`src/rtl/des_round_sequencer.sv`:
```
// des_round_sequencer: control FSM for an iterative one-round-per-cycle DES core
// Sequences load, 16 Feistel rounds with key rotation control, final capture and result hold.
module des_round_sequencer #(
   parameter int TAG_W  = 4,
   parameter int BCNT_W = 16
) (
   input  logic              clk,
   input  logic              rst,
   input  logic              start_valid,
   output logic              start_ready,
   input  logic              start_decrypt,
   input  logic [TAG_W-1:0]  start_tag,
   output logic              load_state,
   output logic              round_en,
   output logic [3:0]        round_idx,
   output logic [1:0]        key_shift,
   output logic              key_dir,
   output logic              out_capture,
   output logic              out_valid,
   input  logic              out_ready,
   output logic [TAG_W-1:0]  out_tag,
   output logic              busy,
   output logic [BCNT_W-1:0] done_count
);
   localparam logic [2:0] IDLE  = 3'd0;
   localparam logic [2:0] LOAD  = 3'd1;
   localparam logic [2:0] ROUND = 3'd2;
   localparam logic [2:0] FINAL = 3'd3;
   localparam logic [2:0] HOLD  = 3'd4;
   logic [2:0]        state;
   logic [3:0]        idx;
   logic              dec;
   logic [TAG_W-1:0]  tag;
   logic [BCNT_W-1:0] cnt;
   logic              accept, retire, one_shift;
   // Every output is gated by rst so nothing leaks out while reset is held.
   always_comb begin
      start_ready = !rst && (state == IDLE || (state == HOLD && out_ready));
      accept      = start_ready && start_valid;
      retire      = !rst && state == HOLD && out_ready;
      load_state  = !rst && state == LOAD;
      round_en    = !rst && state == ROUND;
      round_idx   = round_en ? idx : 4'd0;
      one_shift   = idx == 4'd0 || idx == 4'd1 || idx == 4'd8 || idx == 4'd15;
      // Decryption skips the first rotation so right shifts walk the encrypt schedule backwards.
      key_shift   = !round_en ? 2'd0 : (dec && idx == 4'd0) ? 2'd0 : one_shift ? 2'd1 : 2'd2;
      key_dir     = !rst && dec;
      out_capture = !rst && state == FINAL;
      out_valid   = !rst && state == HOLD;
      out_tag     = rst ? '0 : tag;
      busy        = !rst && state != IDLE;
      done_count  = rst ? '0 : cnt;
   end
   always_ff @(posedge clk) begin
      if (rst) begin
         state <= IDLE;
         idx   <= 4'd0;
         dec   <= 1'b0;
         tag   <= '0;
         cnt   <= '0;
      end else begin
         if (accept) begin
            dec <= start_decrypt;
            tag <= start_tag;
         end
         if (retire && cnt != '1)
            cnt <= cnt + 1'b1;
         idx   <= (state == ROUND) ? idx + 4'd1 : 4'd0;
         state <= accept                             ? LOAD  :
                  state == LOAD                      ? ROUND :
                  (state == ROUND && idx == 4'd15)   ? FINAL :
                  state == FINAL                     ? HOLD  :
                  retire                             ? IDLE  : state;
      end
   end
endmodule

```
`config.mk`:
```
export PLATFORM = sky130hd
export DESIGN_NAME = des_round_sequencer
export DESIGN_NICKNAME = d
export VERILOG_FILES = /design/src/rtl/des_round_sequencer.sv
export SDC_FILE = /design/constraint.sdc
export NUM_CORES = 1
export LEC_CHECK = 0
export BUFFER_PORTS_ARGS = -buffer_cell sky130_fd_sc_hd__buf_2
export CORE_MARGIN = 8
export CORE_UTILIZATION = 30
export CTS_BUF_LIST = sky130_fd_sc_hd__clkbuf_2
export CTS_CLUSTER_DIAMETER = 40
export CTS_CLUSTER_SIZE = 24
export DETAILED_ROUTE_END_ITERATION = 8
export GPL_ROUTABILITY_DRIVEN = 0
export PLACE_DENSITY = 0.49
export SYNTH_ARGS = -nofsm -noshare
export SYNTH_HDL_FRONTEND = slang
export SYNTH_SLANG_ARGS = --single-unit
```
`constraint.sdc`:
```
create_clock -name clk -period 2 [get_ports clk]
set_clock_uncertainty 0.2 [all_clocks]
set_input_delay 0.3 -clock clk [delete_from_list [all_inputs] [get_ports clk]]
set_output_delay 0.3 -clock clk [all_outputs]
set_load 0.03 [all_outputs]
```
==> reports/results.ini <==
[sta]
finalSetupViolations = 2
drv_slew = 0
max_freq_mhz = 482
worstMarginPinSlew_ns = 0.410
min_period_over_period_pct = 104
final_hold_viol_count = 0
period_needed_ns = 2.07
slew_headroom_pct = 72.6
rsz0062_at_grt = yes
layout_setup_ws_ns = -0.0734

[power_and_ir_drop]
clkPwrFrac_pct = 32.7
ir_worst_vdd_mv = 0.221
switchingPower_mw = 0.254
power_mw = 1.05
p_leak_nw = 1.03
internal_power_mw = 0.801
p_seq_share_pct = 54.3
power_frac_comb_pct = 13.1
netSwitchingFraction_pct = 24.1
power_density_nw_per_um2 = 425

[global_route]
overflow = 0
grt_pass1_vias = 1389
antenna_found_initial = 0
grt_max_degree = 46
grt_pass1_wl_mm = 6.67
grt_usage_pct = 10.5

[worst_setup_path]
worst_ep_required_time_ns = 1.50
slowest_delay_ns = 0.46
path_max_fanout = 5
crit_path_start_kind = register
critPathLaunch = idx[0]
reg2reg_from = state[0]
cp.arrival_ns = 1.57
cp_slowest_cell = dfxtp_4
worstPathCellList = inv_4, ha_4, a21oi_2, o21a_1, and3_4, buf_6
worstSetupPathType = register to output pin
cp-end-kind = output pin

[synthesis]
syn_nets = 198
synthesis.instances = 185
syn-cell-area_um2 = 1610
syn_avg_cell_area_um2 = 8.68
yosysTopAreaCell = dfxtp_1
yosys_warnings = 0
synth_seq_cells = 28
synth_top_area_share_pct = 34.9
yosysSeqAreaShare_pct = 34.9
async_flop_share_pct = 0
synth_common_cells = dfxtp_1 (28), nor2_1 (28), nor2b_1 (24), nand3_1 (8), nor3_1 (8)
synth_edf_count = 0
yosysUniqueCellTypes = 36
netlist_top_cells_area = dfxtp_1 (35%), nor2b_1 (9.4%), nor2_1 (6.5%)
synth_ff_type = dfxtp_1

[floorplanning]
die_x_um = 89.2
start_util_pct = 31.2
rows = 26
die_h_um = 89.2
core_um2 = 5140
die_area_um2 = 7950
io-pin-count = 42

[route]
drc_errors = 0
wl_mm = 4.22
ant_nets = 0
wl_per_cell_um = 13.1
avgViaCountPerCell = 4.70
vias = 1519
drtPass1Iterations = 4
dr.first_iter.drc_count = 49

[worst_hold_path]
hp-start = out_ready
hp-class = input pin to register

[finish]
nFillCells = 522
n_antenna_cell = 0
drive_gt1_share_pct = 48.6
fin_cells = 323
area_growth_pct = 54.4
layout.nets = 267
fin_util_pct = 48.2

[clock_network]
clock_sinks = 28
cts_tree = built
cts_buffer_depth = 2
clk_latency_ns = 0.36
h-tree-depth = 1
path_clk_slew_ns = 0.26
cts-root-buf = clkbuf_2
cts_buffers = 3

[run]
maxCapViolations = 0

[placement]
io_buffers = 41
place_inst = 304
dp.final_hpwl_mm = 2.94

[run_status]
outcome = finished with violations
violations = negative setup slack

-- power groups by stage --
stage / Clock (mW) / Combinational, mW / Sequential, mW
finish: 0.344 / 0.138 / 0.572
global route: 0.384 / 0.150 / 0.574
CTS: 0.361 / 0.124 / 0.575
detailed placement: 0 / 0.105 / 0.584
global placement: 0 / 0.105 / 0.584
floorplan: 0 / 0.0758 / 0.582
-- logic make-up after synthesis --
group	after synthesis	share of synthesized area [%]
flops	28	34.9
simple gates	103	38.8
fa+ha+maj	4	3.12
buf+inv	16	4.99
mux	16	10.8
xor+xnor	3	1.64
compound gates	15	5.69
-- cells in the final DEF (no fill, tap or decap), types with 4 or more instances in the layout --
cell	n
nor3_2	6
nor2_1	22
o21ai_0	4
dlygate4sd3_1	5
nor2_4	4
nand2_1	5
dfxtp_1	22
mux2i_1	5
buf_4	23
o31ai_1	4
nand3_1	7
nor2b_1	23
dfxtp_4	4
a21oi_1	4
buf_2	29
mux2_2	4
buf_6	17
mux2_1	4
nor4b_4	4
-- final timing paths --
| kind | cells past startpoint | slack [ns] | to |
|---|---|---|---|
| worst max-delay path | 6 | -0.07 | key_shift[1] |
| worst min-delay path | 3 | 0.11 | cnt[4] |
| worst max register to register | 6 | 0 | cnt[15] |
| worst min register to register | 1 | 0.30 | idx[0] |
-- cell type report --
type                            instances  area [um^2]  share of cell area (%)
Sequential cell                        28          578                    23.3
Inverter                                5         23.8                   0.959
Clock buffer                            3         15.0                   0.606
Clock inverter                          1         30.0                    1.21
Multi-Input combinational cell        141         1160                    47.0
Timing Repair Buffer                   75          579                    23.4
Tap cell                               70         87.6                    3.53
-- metrics by stage --
step                      worst slack, ns  instance area (um^2)  setup TNS, ns  hold WS (ns)
after floorplan                    -0.241                  1640          -2.09         0.239
after global placement             0.0538                  2030              0         0.271
after detailed placement           0.0157                  2030              0         0.277
after CTS                         -0.0991                  2260         -0.182        0.0497
after global routing               -0.221                  2480          -1.22        0.0642
final                             -0.0734                  2480        -0.0829         0.107
-- per-layer routing --
metal | wire (um) | GRT usage (%) | vias to the layer above
met5 | 0 | 0 | -
met4 | 29 | 3.63 | 0
met3 | 198 | 1.93 | 2
met2 | 1990 | 16.6 | 22
met1 | 2000 | 14.0 | 713
li1 | - | - | 782
-- what timing repair did --
item	4_1_cts	5_1_grt
resized for setup	31	54
buffers inserted	7	4
endpoints found under the hold margin	5	0
hold buffers	5	0
setup endpoints to repair	10	17
pin swaps	6	7
-- registers in the layout, summed over array words and instances (netlist names) --
register,cells
dec,1
state,3
tag,4
idx,4
cnt,16
-- critical path: cells and delay by family (launching register included) --
family / cells / cell delay [ns]
AND/OR/NAND/NOR: 1 / 0.18
flip-flops: 1 / 0.46
buffers and inverters: 2 / 0.17
AO/OA/AOI/OAI: 2 / 0.25
adder cells (fa/ha/maj): 1 / 0.15
Note: power is estimated with default switching activity, not from simulation.
